<file path="src/rtl/vcr_master_if.sv">
// Host command, write/read byte streams and the VCR bus, bundled for vcr_master.
interface vcr_master_if;
  // host command channel
  logic       cmd_valid;
  logic       cmd_ready;
  logic [7:0] cmd_addr;
  logic [7:0] cmd_wr_len;
  logic [7:0] cmd_rd_len;
  // write byte stream
  logic [7:0] wr_data;
  logic       wr_valid;
  logic       wr_ready;
  // read byte stream
  logic [7:0] rd_data;
  logic       rd_valid;
  logic       rd_ready;
  // status
  logic       busy;
  logic       done;
  // VCR bus toward the responder
  logic       vcr_cs;
  logic [7:0] vcr_out;
  logic       vcr_oe;
  logic [7:0] vcr_in;
  logic       vcr_dir;
  logic       vcr_set_addr;
  logic       vcr_set_data;

  modport master (
    input  cmd_valid, cmd_addr, cmd_wr_len, cmd_rd_len,
    input  wr_data, wr_valid, rd_ready, vcr_in,
    output cmd_ready, wr_ready, rd_data, rd_valid, busy, done,
    output vcr_cs, vcr_out, vcr_oe, vcr_dir, vcr_set_addr, vcr_set_data
  );

  modport slave (
    output cmd_valid, cmd_addr, cmd_wr_len, cmd_rd_len,
    output wr_data, wr_valid, rd_ready, vcr_in,
    input  cmd_ready, wr_ready, rd_data, rd_valid, busy, done,
    input  vcr_cs, vcr_out, vcr_oe, vcr_dir, vcr_set_addr, vcr_set_data
  );
endinterface

</file>
<file path="src/rtl/vcr_master.sv">
// VCR bus initiator: address strobe, byte writes, then byte reads, each strobe
// paced so a 2-flop synchroniser plus edge detector on the responder sees it.
module vcr_master #(
  parameter int unsigned SETUP_CYCLES  = 2,
  parameter int unsigned STROBE_CYCLES = 4,
  parameter int unsigned GAP_CYCLES    = 4,
  parameter int unsigned TURN_CYCLES   = 4
) (
  input logic          IFCLK,
  input logic          RESET,
  vcr_master_if.master bus
);

  localparam logic [3:0] S_IDLE    = 4'd0;
  localparam logic [3:0] S_A_SETUP = 4'd1;
  localparam logic [3:0] S_A_STB   = 4'd2;
  localparam logic [3:0] S_A_GAP   = 4'd3;
  localparam logic [3:0] S_W_WAIT  = 4'd4;
  localparam logic [3:0] S_W_SETUP = 4'd5;
  localparam logic [3:0] S_W_STB   = 4'd6;
  localparam logic [3:0] S_W_GAP   = 4'd7;
  localparam logic [3:0] S_TURN    = 4'd8;
  localparam logic [3:0] S_R_HOLD  = 4'd9;
  localparam logic [3:0] S_R_STB   = 4'd10;
  localparam logic [3:0] S_R_GAP   = 4'd11;
  localparam logic [3:0] S_FIN     = 4'd12;

  // Phase counter is loaded with (length - 1) and the state exits at zero.
  localparam logic [3:0] SETUP_LD  = 4'(SETUP_CYCLES - 1);
  localparam logic [3:0] STROBE_LD = 4'(STROBE_CYCLES - 1);
  localparam logic [3:0] GAP_LD    = 4'(GAP_CYCLES - 1);
  localparam logic [3:0] TURN_LD   = 4'(TURN_CYCLES - 1);

  logic [3:0] state_q, state_d;
  logic [3:0] phase_q, phase_d;
  logic [7:0] wr_len_q, wr_len_d;
  logic [7:0] rd_len_q, rd_len_d;
  logic [7:0] vcr_in_q;
  logic       cmd_ready_q, cmd_ready_d;
  logic       busy_q, busy_d;
  logic       done_q, done_d;
  logic       wr_ready_q, wr_ready_d;
  logic       rd_valid_q, rd_valid_d;
  logic [7:0] rd_data_q, rd_data_d;
  logic       cs_q, cs_d;
  logic [7:0] out_q, out_d;
  logic       oe_q, oe_d;
  logic       dir_q, dir_d;
  logic       set_addr_q, set_addr_d;
  logic       set_data_q, set_data_d;
  logic       phase_end;

  assign phase_end = (phase_q == 4'd0);

  // Next-state and next-output logic for the whole transaction sequence.
  always_comb begin
    // NOTE: every _d gets its hold value first, so no branch can infer a latch.
    state_d     = state_q;
    phase_d     = phase_end ? 4'd0 : phase_q - 4'd1;
    wr_len_d    = wr_len_q;
    rd_len_d    = rd_len_q;
    cmd_ready_d = cmd_ready_q;
    busy_d      = busy_q;
    done_d      = 1'b0;
    wr_ready_d  = 1'b0;
    rd_valid_d  = rd_valid_q;
    rd_data_d   = rd_data_q;
    cs_d        = cs_q;
    out_d       = out_q;
    oe_d        = oe_q;
    dir_d       = dir_q;
    set_addr_d  = set_addr_q;
    set_data_d  = set_data_q;

    case (state_q)
      S_IDLE: begin
        cmd_ready_d = 1'b1;
        if (bus.cmd_valid && cmd_ready_q) begin
          cmd_ready_d = 1'b0;
          wr_len_d    = bus.cmd_wr_len;
          rd_len_d    = bus.cmd_rd_len;
          out_d       = bus.cmd_addr;
          oe_d        = 1'b1;
          dir_d       = 1'b0;
          cs_d        = 1'b1;
          busy_d      = 1'b1;
          state_d     = S_A_SETUP;
          phase_d     = SETUP_LD;
        end
      end
      S_A_SETUP: if (phase_end) begin
        set_addr_d = 1'b1;
        state_d    = S_A_STB;
        phase_d    = STROBE_LD;
      end
      S_A_STB: if (phase_end) begin
        set_addr_d = 1'b0;
        state_d    = S_A_GAP;
        phase_d    = GAP_LD;
      end
      S_A_GAP, S_W_GAP: if (phase_end) begin
        if (wr_len_q != 8'd0) begin
          state_d = S_W_WAIT;
          phase_d = 4'd0;
        end else if (rd_len_q != 8'd0) begin
          // Release the bus and flip direction on the same edge.
          oe_d    = 1'b0;
          dir_d   = 1'b1;
          state_d = S_TURN;
          phase_d = TURN_LD;
        end else begin
          state_d = S_FIN;
          phase_d = 4'd0;
        end
      end
      S_W_WAIT: if (bus.wr_valid) begin
        wr_ready_d = 1'b1;
        out_d      = bus.wr_data;
        wr_len_d   = wr_len_q - 8'd1;
        state_d    = S_W_SETUP;
        phase_d    = SETUP_LD;
      end
      S_W_SETUP: if (phase_end) begin
        set_data_d = 1'b1;
        state_d    = S_W_STB;
        phase_d    = STROBE_LD;
      end
      S_W_STB, S_R_STB: if (phase_end) begin
        set_data_d = 1'b0;
        state_d    = (state_q == S_W_STB) ? S_W_GAP : S_R_GAP;
        phase_d    = GAP_LD;
      end
      S_TURN: if (phase_end) begin
        rd_data_d  = vcr_in_q;
        rd_valid_d = 1'b1;
        state_d    = S_R_HOLD;
        phase_d    = 4'd0;
      end
      S_R_HOLD: if (bus.rd_ready && rd_valid_q) begin
        rd_valid_d = 1'b0;
        rd_len_d   = rd_len_q - 8'd1;
        set_data_d = 1'b1;
        state_d    = S_R_STB;
        phase_d    = STROBE_LD;
      end
      S_R_GAP: if (phase_end) begin
        if (rd_len_q != 8'd0) begin
          rd_data_d  = vcr_in_q;
          rd_valid_d = 1'b1;
          state_d    = S_R_HOLD;
        end else begin
          state_d = S_FIN;
        end
        phase_d = 4'd0;
      end
      S_FIN: begin
        done_d  = 1'b1;
        cs_d    = 1'b0;
        dir_d   = 1'b0;
        oe_d    = 1'b0;
        busy_d  = 1'b0;
        state_d = S_IDLE;
        phase_d = 4'd0;
      end
      default: state_d = S_IDLE;
    endcase
  end

  // State and registered outputs, with synchronous reset to the idle values.
  always_ff @(posedge IFCLK) begin
    // NOTE: sequential state uses non-blocking assignments only.
    if (RESET) begin
      state_q     <= S_IDLE;
      phase_q     <= 4'd0;
      wr_len_q    <= 8'd0;
      rd_len_q    <= 8'd0;
      cmd_ready_q <= 1'b1;
      busy_q      <= 1'b0;
      done_q      <= 1'b0;
      wr_ready_q  <= 1'b0;
      rd_valid_q  <= 1'b0;
      rd_data_q   <= 8'd0;
      cs_q        <= 1'b0;
      out_q       <= 8'd0;
      oe_q        <= 1'b0;
      dir_q       <= 1'b0;
      set_addr_q  <= 1'b0;
      set_data_q  <= 1'b0;
    end else begin
      state_q     <= state_d;
      phase_q     <= phase_d;
      wr_len_q    <= wr_len_d;
      rd_len_q    <= rd_len_d;
      cmd_ready_q <= cmd_ready_d;
      busy_q      <= busy_d;
      done_q      <= done_d;
      wr_ready_q  <= wr_ready_d;
      rd_valid_q  <= rd_valid_d;
      rd_data_q   <= rd_data_d;
      cs_q        <= cs_d;
      out_q       <= out_d;
      oe_q        <= oe_d;
      dir_q       <= dir_d;
      set_addr_q  <= set_addr_d;
      set_data_q  <= set_data_d;
    end
  end

  // Bus sample register; every read byte is taken from here.
  always_ff @(posedge IFCLK) begin
    // NOTE: a pure data pipeline register needs no reset; it is never read before TURN fills it.
    vcr_in_q <= bus.vcr_in;
  end

  assign bus.cmd_ready    = cmd_ready_q;
  assign bus.busy         = busy_q;
  assign bus.done         = done_q;
  assign bus.wr_ready     = wr_ready_q;
  assign bus.rd_valid     = rd_valid_q;
  assign bus.rd_data      = rd_data_q;
  assign bus.vcr_cs       = cs_q;
  assign bus.vcr_out      = out_q;
  assign bus.vcr_oe       = oe_q;
  assign bus.vcr_dir      = dir_q;
  assign bus.vcr_set_addr = set_addr_q;
  assign bus.vcr_set_data = set_data_q;

endmodule
</file>
<file path="src/flat_wrapper.sv">
// flat-port wrapper written by rule: the top's interface ports become plain ports
module vcr_master_flat 
#(
  parameter int unsigned SETUP_CYCLES  = 2,
  parameter int unsigned STROBE_CYCLES = 4,
  parameter int unsigned GAP_CYCLES    = 4,
  parameter int unsigned TURN_CYCLES   = 4
)
  (IFCLK, RESET, bus_cmd_valid, bus_cmd_addr, bus_cmd_wr_len, bus_cmd_rd_len, bus_wr_data, bus_wr_valid, bus_rd_ready, bus_vcr_in, bus_cmd_ready, bus_wr_ready, bus_rd_data, bus_rd_valid, bus_busy, bus_done, bus_vcr_cs, bus_vcr_out, bus_vcr_oe, bus_vcr_dir, bus_vcr_set_addr, bus_vcr_set_data);
  vcr_master_if bus_i ();
  input logic IFCLK;
  input logic RESET;
  input wire logic [$bits(bus_i.cmd_valid)-1:0] bus_cmd_valid;
  input wire logic [$bits(bus_i.cmd_addr)-1:0] bus_cmd_addr;
  input wire logic [$bits(bus_i.cmd_wr_len)-1:0] bus_cmd_wr_len;
  input wire logic [$bits(bus_i.cmd_rd_len)-1:0] bus_cmd_rd_len;
  input wire logic [$bits(bus_i.wr_data)-1:0] bus_wr_data;
  input wire logic [$bits(bus_i.wr_valid)-1:0] bus_wr_valid;
  input wire logic [$bits(bus_i.rd_ready)-1:0] bus_rd_ready;
  input wire logic [$bits(bus_i.vcr_in)-1:0] bus_vcr_in;
  output wire logic [$bits(bus_i.cmd_ready)-1:0] bus_cmd_ready;
  output wire logic [$bits(bus_i.wr_ready)-1:0] bus_wr_ready;
  output wire logic [$bits(bus_i.rd_data)-1:0] bus_rd_data;
  output wire logic [$bits(bus_i.rd_valid)-1:0] bus_rd_valid;
  output wire logic [$bits(bus_i.busy)-1:0] bus_busy;
  output wire logic [$bits(bus_i.done)-1:0] bus_done;
  output wire logic [$bits(bus_i.vcr_cs)-1:0] bus_vcr_cs;
  output wire logic [$bits(bus_i.vcr_out)-1:0] bus_vcr_out;
  output wire logic [$bits(bus_i.vcr_oe)-1:0] bus_vcr_oe;
  output wire logic [$bits(bus_i.vcr_dir)-1:0] bus_vcr_dir;
  output wire logic [$bits(bus_i.vcr_set_addr)-1:0] bus_vcr_set_addr;
  output wire logic [$bits(bus_i.vcr_set_data)-1:0] bus_vcr_set_data;
  assign bus_i.cmd_valid = bus_cmd_valid;
  assign bus_i.cmd_addr = bus_cmd_addr;
  assign bus_i.cmd_wr_len = bus_cmd_wr_len;
  assign bus_i.cmd_rd_len = bus_cmd_rd_len;
  assign bus_i.wr_data = bus_wr_data;
  assign bus_i.wr_valid = bus_wr_valid;
  assign bus_i.rd_ready = bus_rd_ready;
  assign bus_i.vcr_in = bus_vcr_in;
  assign bus_cmd_ready = bus_i.cmd_ready;
  assign bus_wr_ready = bus_i.wr_ready;
  assign bus_rd_data = bus_i.rd_data;
  assign bus_rd_valid = bus_i.rd_valid;
  assign bus_busy = bus_i.busy;
  assign bus_done = bus_i.done;
  assign bus_vcr_cs = bus_i.vcr_cs;
  assign bus_vcr_out = bus_i.vcr_out;
  assign bus_vcr_oe = bus_i.vcr_oe;
  assign bus_vcr_dir = bus_i.vcr_dir;
  assign bus_vcr_set_addr = bus_i.vcr_set_addr;
  assign bus_vcr_set_data = bus_i.vcr_set_data;
  vcr_master #(.SETUP_CYCLES(SETUP_CYCLES), .STROBE_CYCLES(STROBE_CYCLES), .GAP_CYCLES(GAP_CYCLES), .TURN_CYCLES(TURN_CYCLES)) u_core (.IFCLK(IFCLK), .RESET(RESET), .bus(bus_i));
endmodule
</file>
<file path="config.mk">
export PLATFORM = sky130hd
export DESIGN_NAME = vcr_master_flat
export DESIGN_NICKNAME = d
export VERILOG_FILES = /design/src/rtl/vcr_master_if.sv /design/src/rtl/vcr_master.sv /design/src/flat_wrapper.sv
export SDC_FILE = /design/constraint.sdc
export NUM_CORES = 1
export LEC_CHECK = 0
export CAP_MARGIN = 10
export CORE_ASPECT_RATIO = 0.5
export CORE_MARGIN = 10
export CORE_UTILIZATION = 50
export DETAILED_ROUTE_END_ITERATION = 10
export GPL_TIMING_DRIVEN = 0
export PLACE_DENSITY = 0.81
export SLEW_MARGIN = 20
export SYNTH_ARGS = -nofsm -noshare
export SYNTH_HDL_FRONTEND = slang
export SYNTH_SLANG_ARGS = --single-unit
</file>
<file path="constraint.sdc">
create_clock -name IFCLK -period 3.1 [get_ports IFCLK]
set_input_delay 0.62 -clock IFCLK [delete_from_list [all_inputs] [get_ports IFCLK]]
set_output_delay 0.62 -clock IFCLK [all_outputs]
set_load 0.05 [all_outputs]
</file>
* Yosys cells after proc, flatten, opt, wreduce, memory -nomap -nowiden
Cells that the tools add are included.
** Storage, ports and cells
- Register bits after elaboration :: 57
- Input bits :: 45
- Output and inout bits :: 26
- Word-level logic and storage cells :: 133
** Operators by class
- Add/sub/neg operators :: 3
- Equal/unequal tests :: 25
- Muxes and demuxes :: 60
- Bitwise operators :: 1
- Reduce and logical (&&, ||, !) cells :: 28
** Operators by type and width (count)
- 4-bit two-way mux :: 20
- 8-bit two-way mux :: 9
- 8-bit case mux with 2 select lines :: 4
- 4-bit case mux with 10 select lines :: 1
- 4-bit case mux with 7 select lines :: 1
- 2-bit by 1-bit != test with 1-bit output (second input constant) :: 11
- 4-bit == test (second input constant) :: 5
- 4-bit by 3-bit == test with 1-bit output (second input constant) :: 4
- 1-bit two-way mux :: 16
- 8-bit nonzero test :: 2
- 8-bit by 1-bit subtractor with 8-bit output (second input constant) :: 2
- 1-bit case mux with 3 select lines :: 4
- 10-bit AND reduction :: 1
- 5-bit AND reduction :: 2
- 2-bit nonzero test :: 5
- 3-bit AND reduction :: 3
- 3-bit nonzero test :: 3
- 4-bit by 2-bit == test with 1-bit output (second input constant) :: 2
- 4-bit logical NOT :: 2
- 4-bit AND reduction :: 2
- 2-bit OR reduction :: 4
- 3-bit two-way mux :: 2
- 5-bit OR reduction :: 1
- 4-bit by 1-bit == test with 1-bit output (second input constant) :: 1
- other kinds (7) :: 10

* Longest topological paths before layout
Gate-level depths: netlist (run 1).
- Depth after elaboration :: 5
- Mapped depth :: 9
- Mapped depth without buffers :: 7

* Least setup slack after synthesis (run 1)
OpenSTA, ideal clock, no wires.
- Path kind :: register to register
- Start :: register u_core.rd_len_q[0]
- End :: register u_core.phase_q[0]
- Library setup time :: 0.122 ns
- Data arrival time :: 1.802 ns
- Required time :: 2.978 ns
- Slack :: 1.176 ns
- Cell stages (with the launch flop) :: 9
- Buffers on the path :: 1
- Period minus slack after synthesis :: 1.924 ns
- Path through :: dfxtp_1 > inv_1 > ha_1 > or4b_1 > buf_2 > nor4_4 > o21ai_2 > and3_1 > a311o_1
** Between the ends
- Longest elaborated chain between the ends :: 5
** Ends and longest elaborated chain
- start: declaration :: line vcr_master.sv:37 : logic [7:0] rd_len_q, rd_len_d;
- start signal: assignment :: line vcr_master.sv:193 : rd_len_q <= rd_len_d;
- 8-bit nonzero test :: line vcr_master.sv:105 : end else if (rd_len_q != 8'd0) begin
- 2-bit two-way mux :: line vcr_master.sv:105
- 4-bit two-way mux :: line vcr_master.sv:102 : if (wr_len_q != 8'd0) begin
- 4-bit two-way mux :: line vcr_master.sv:101 : S_A_GAP, S_W_GAP: if (phase_end) begin
- 4-bit case mux with 7 select lines :: line vcr_master.sv:75 : case (state_q)
- end signal: assignment :: line vcr_master.sv:191 : phase_q <= phase_d;
- end: declaration :: line vcr_master.sv:35 : logic [3:0] phase_q, phase_d;
Every way passes these cells.
A chain may end at the register's enable or synchronous reset.

* Worst setup path after layout (run 1)
- Start :: input bus_wr_valid
- End :: register u_core.state_q[0]
** Between the ends
- Longest elaborated chain between the ends :: 2
** Ends and longest elaborated chain
- start: declaration :: line flat_wrapper.sv:18 : input wire logic [$bits(bus_i.wr_valid)-1:0] bus_wr_valid;
- 2-bit != test (no line)
- 10-bit AND reduction (no line)
- end signal: assignment :: line vcr_master.sv:190 : state_q <= state_d;
- end: declaration :: line vcr_master.sv:34 : logic [3:0] state_q, state_d;
Every way passes these cells.

==> results.ini, run 1 <==
[outcome]
outcome=finished clean

[finish]
syn_to_final_growth_pct=39.3
nets=477
n_fill_cell=441
diodes=0
drive_gt1_share_pct=8.80
post-route-util_pct=72.3

[routing]
vias=2991
vias_per_cell=5.92
drtPass1Iterations=5
drc=0
drt-initial-drc-count=256
wl_per_cell_um=17.5
routed_wl_mm=8.84
ant_nets=0

[clocking]
cts_sinks=57
clockBufferDepth=2
cts-root-buf=clkbuf_16
postCtsSetupBuffers=0
cts_buffers=9
post_cts_resize_count=0
cts_max_level=3
cts_tree=done
worstSkewPairLatency_ns=0.33
ctsHoldBuffers=0
clk_pin_slew_worst_paths_ns=0.06

[sta]
grt_setup_unrepaired=false
max_freq_ghz=0.430
finalHoldViolations=0
worst_slack_ns=0.772
fin_tns_setup_ns=0
finalSetupViolations=0
slew-limit-headroom_pct=52.6
clock_skew_ns=0.00525
tightest_slew_ns=0.711
fin_crit_sh_pct=75.1
fin_crit_ns=2.33
finalMaxSlewViolations=0
holdWs_ns=0.468

[min_path]
hp-start=u_core.vcr_in_q[3]$_DFF_P_
worstHoldPathType=flip-flop to flip-flop

[setup_path]
critical_path.startpoint=bus_wr_valid
arrival_ns=2.58
critical_path.startpoint_type=input port
reg2reg_from=u_core.rd_len_q[0]$_SDFFE_PP0P_
worstPathRequired_ns=3.35
cp_max_fo=8
r2r_slack_ns=0.83
end_kind=flip-flop
critPathKind=input port to flip-flop

[placed_design]
gp_congestion=0.964
portBuffers=70
dp_hpwl_mm=6.46
dp_slack_ns=0.500

[floorplan]
fp.dieH_um=73.4
dieArea_sq_um=9300
core_sq_um=5490
die_w_um=127
pin_count=71
start_util_pct=51.9
placementRows=19

[global_routing]
antenna_found_initial=0
overflow=0
grt_start_max_net_pins=13
grt_usage_pct=19.5
grt_pass1_vias=2982
grt_pass1_wl_mm=14.8

[synthesis]
synthesis.area_sq_um=2850
synth.area.top_cells=dfxtp_1 40%, nor2_1 6.3%, nand2_1 4.6%
ys.flop_type=dfxtp_1
synthArstFlopShare_pct=0
syn_avg_cell_area_sq_um=8.24
syn_nets=396
synth-edff-count=0
yosysTopAreaCell=dfxtp_1
yosys_warnings=0
yosysMostFrequentCell=dfxtp_1
synth_cell_types=62
ys_ff_latch=57
syn_inst=346
synth_top_area_share_pct=40.0
synthTopCellsByCount=57 x dfxtp_1, 48 x nor2_1, 35 x nand2_1, 25 x a21oi_1, 21 x o21ai_0
synth-seq-area-share_pct=40.0

[run]
cap_violations=0

[pwr]
p_leak_uw=0.00152
peakVddDrop_v=0.000598
p_per_area_nw_per_um2=993
total_power_uw=3940

[power by group]
| part | switching, uW | internal [uW] |
|---|---|---|
| clock | 365 | 710 |
| combinational | 1130 | 698 |
| sequential | 139 | 899 |
| total | 1640 | 2310 |
[critical path, cell delays in order]
cell and delay [ns]:
clkdlybuf4s50_1 0.57, a2111oi_0 0.66, a32oi_1 0.16, a21boi_2 0.25, nand2b_1 0.17, a21oi_1 0.14
[final cells by class]
class	count	area [sq um]	share of cell area, %
timing repair buffer	70	701	17.6
sequential	57	1140	28.7
clock buffer	9	225	5.67
clock inverter	7	103	2.58
tap	73	91.3	2.30
buffer	24	116	2.93
inverter	8	30.0	0.756
multi-input combinational	257	1560	39.4
[per-layer routing]
layer / track usage [%] / vias to the layer above / part of all wire (%) / routed length [um]
li1: - / 1423 / - / -
met1: 23.0 / 1422 / 43 / 3810
met2: 32.9 / 133 / 48 / 4210
met3: 6.32 / 13 / 7.7 / 683
met4: 6.90 / 0 / 1.4 / 126
met5: 0 / - / 0 / 0
[final timing paths]
| check | to | depth (start not counted) |
|---|---|---|
| setup / recovery | u_core.state_q[0]$_SDFFE_PP0P_ | 6 |
| hold / removal | u_core.bus.rd_data[3]$_SDFFE_PP0P_ | 2 |
| setup reg to reg | u_core.phase_q[0]$_SDFF_PP0_ | 8 |
| hold reg to reg | u_core.bus.rd_data[3]$_SDFFE_PP0P_ | 2 |
[flip-flops by register name, summed over array words and instances (netlist names)]
signal	count
u_core.bus.wr_ready	1
u_core.bus.rd_valid	1
u_core.bus.vcr_set_addr	1
u_core.bus.vcr_dir	1
u_core.rd_len_q	8
u_core.bus.vcr_cs	1
u_core.vcr_in_q	8
u_core.bus.rd_data	8
u_core.phase_q	4
u_core.bus.vcr_set_data	1
u_core.bus.vcr_out	8
u_core.wr_len_q	8
u_core.bus.cmd_ready	1
u_core.bus.done	1
u_core.bus.vcr_oe	1
u_core.state_q	4
[through the flow]
step / instance area, sq um / std cells
2_1_floorplan: 2850 / 346
3_3_place_gp: 3640 / 489
3_5_place_dp: 3640 / 489
4_1_cts: 3970 / 505
5_1_grt: 3970 / 505
6_report: 3970 / 505
[logic make-up (layout without fill, tap and decap cells)]
group	after synthesis	after routing	share of synthesized area [%]
buf+inv	32	118	5.14
compound gates	101	101	23.4
fa+ha+maj	5	5	2.19
simple gates	138	138	24.7
xor+xnor	2	2	0.615
flops	57	57	40.0
mux	11	11	3.91
[cell usage in the layout, fill, tap and decap left out, types with 9 or more instances in the layout]
cell type	n
clkdlybuf4s50_1	70
dfxtp_1	57
nor2_1	48
nand2_1	35
a21oi_1	25
o21ai_0	21
buf_2	12
a311oi_1	10
nor3_1	10
mux2i_1	10
clkbuf_16	9
Power figures use the tool's default switching activity.
==> inputs of run 2 (changes only) <==
- CORE_UTILIZATION: 50 -> 44
- PLACE_DENSITY: 0.81 -> 0.76
- clock period: 3.1 -> 2 ns (I/O delays scaled with it)
==> run 2 against run 1 <==
Compared with the run above:
- clock-buffer cell count increased by 3
- via count is 1.2% higher
- core utilization decreased by 3.9 points
- hold slack got worse by 0.0056 ns
- power is 66% higher
- setup slack got worse by 0.77 ns
- die area increased by 11%
- clock skew is 0.0011 ns higher
- flip-flop and latch count did not move
- sequential share of layout area fell by 1.6 points
- critical path type unchanged
- largest cell class unchanged
==> results.ini, run 2 (synthesized netlist as in run 1, its figures left out) <==
[pwr]
total_power_uw=6570
p_per_area_nw_per_um2=1550
p_leak_uw=0.00161
peakVddDrop_v=0.000658

[routing]
vias=3027
routed_wl_mm=9.11
drc=0
wl_per_cell_um=17.1
drtPass1Iterations=5
ant_nets=0
drt-initial-drc-count=344
vias_per_cell=5.68

[floorplan]
pin_count=71
placementRows=20
dieArea_sq_um=10300
fp.dieH_um=76.9
die_w_um=134
core_sq_um=6180
start_util_pct=46.1

[sta]
fin_crit_sh_pct=99.9
finalMaxSlewViolations=0
tightest_slew_ns=0.726
grt_setup_unrepaired=true
fin_crit_ns=2.00
finalHoldViolations=0
clock_skew_ns=0.00639
fin_tns_setup_ns=0
slew-limit-headroom_pct=51.6
holdWs_ns=0.462
finalSetupViolations=0
max_freq_ghz=0.500
worst_slack_ns=0.00106

[placed_design]
postPlaceCellArea_sq_um=3660
portBuffers=70
gp_congestion=0.919
dp_hpwl_mm=6.39
dp_slack_ns=-0.356

[setup_path]
r2r_slack_ns=0.001
critical_path.startpoint=bus_wr_valid
critPathKind=input port to flip-flop
worstPathRequired_ns=2.25
end_kind=flip-flop
r2r_cells=8
reg2reg_from=u_core.rd_len_q[0]$_SDFFE_PP0P_
r2r-end=u_core.bus.rd_data[1]$_SDFFE_PP0P_
cp_max_fo=8
critical_path.startpoint_type=input port
arrival_ns=2.25

[finish]
layout_commonest_cell=clkdlybuf4s50_1
layout.cells.most_common_list=69 x clkdlybuf4s50_1, 53 x dfxtp_1, 44 x nor2_1
diodes=0
final_cell_area_sq_um=4230
n_fill_cell=503
nets=491
drive_gt1_share_pct=17.8
syn_to_final_growth_pct=48.4

[clocking]
cts_tree=done
ctsHoldBuffers=0
cts_buffers=9
clockBufferDepth=2
clk_pin_slew_worst_paths_ns=0.05
worstSkewPairLatency_ns=0.32
cts_max_level=3
cts_sinks=57
cts-root-buf=clkbuf_16

[run]
cap_violations=0

[min_path]
hold_end=u_core.bus.rd_data[4]$_SDFFE_PP0P_
whs_path_depth=2
worstHoldPathType=flip-flop to flip-flop
hp-start=u_core.vcr_in_q[4]$_DFF_P_

[global_routing]
antenna_found_initial=0
grt_pass1_wl_mm=14.6
grt_pass1_vias=3040
grt_start_max_net_pins=11
grt_usage_pct=17.2
overflow=0

[outcome]
outcome=finished clean

-- run 2: report_power, final --
group	leakage [uW]	total, uW	internal, uW	switching, uW
logic	0.000995	3400	1480	1920
clock network	0.000148	1520	1020	502
registers	0.000470	1640	1410	239
-- run 2: how the worst max path moves through the flow --
stage | end | slack (ns) | cells after the start
after floorplan | u_core.phase_q[0]$_SDFF_PP0_ | 0.08 | 8
after global placement | u_core.rd_len_q[1]$_SDFFE_PP0P_ | -0.36 | 6
after detailed placement | u_core.rd_len_q[1]$_SDFFE_PP0P_ | -0.36 | 6
after CTS | u_core.phase_q[0]$_SDFF_PP0_ | -0.03 | 8
after global routing | u_core.state_q[3]$_SDFFE_PP0P_ | -0.08 | 7
final | u_core.state_q[0]$_SDFFE_PP0P_ | 0.001 | 7
-- run 2: layout make-up --
type                            count  area (sq um)  share of cell area (%)
Tap cell                           88           110                    2.60
Multi-Input combinational cell    257          1690                    39.9
Clock inverter                      3          40.0                   0.946
Clock buffer                       12           256                    6.06
Buffer                             22           118                    2.78
Inverter                            8          32.5                   0.769
Timing Repair Buffer               86           836                    19.8
Sequential cell                    57          1150                    27.2
-- run 2: worst max-delay path, stage by stage --
cell	delay [ns]
clkdlybuf4s50_1	0.58
a2111oi_2	0.55
a32oi_4	0.10
a21boi_4	0.20
buf_12	0.15
nand2b_1	0.13
a21oi_1	0.13
-- run 2: routing by layer --
metal | up-vias | global-route usage [%] | share of wire [%]
li1 | 1447 | - | -
met1 | 1436 | 21.6 | 46
met2 | 130 | 26.5 | 46
met3 | 14 | 5.59 | 7.5
met4 | 0 | 6.80 | 1.3
met5 | - | 0 | 0
-- run 2: what timing repair did --
action / CTS / global route
hold endpoints to repair: 0 / 0
pin swaps: 5 / 10
endpoints found under the setup margin: 24 / 40
cloned: 1 / 0
buffers inserted: 10 / 5
gates resized for setup: 18 / 29
-- run 2: stage by stage --
stage,instances,utilization [%]
floorplan,346,-
global placement,504,59.2
detailed placement,504,59.2
CTS,530,66.5
global route,533,68.4
finish,533,68.4
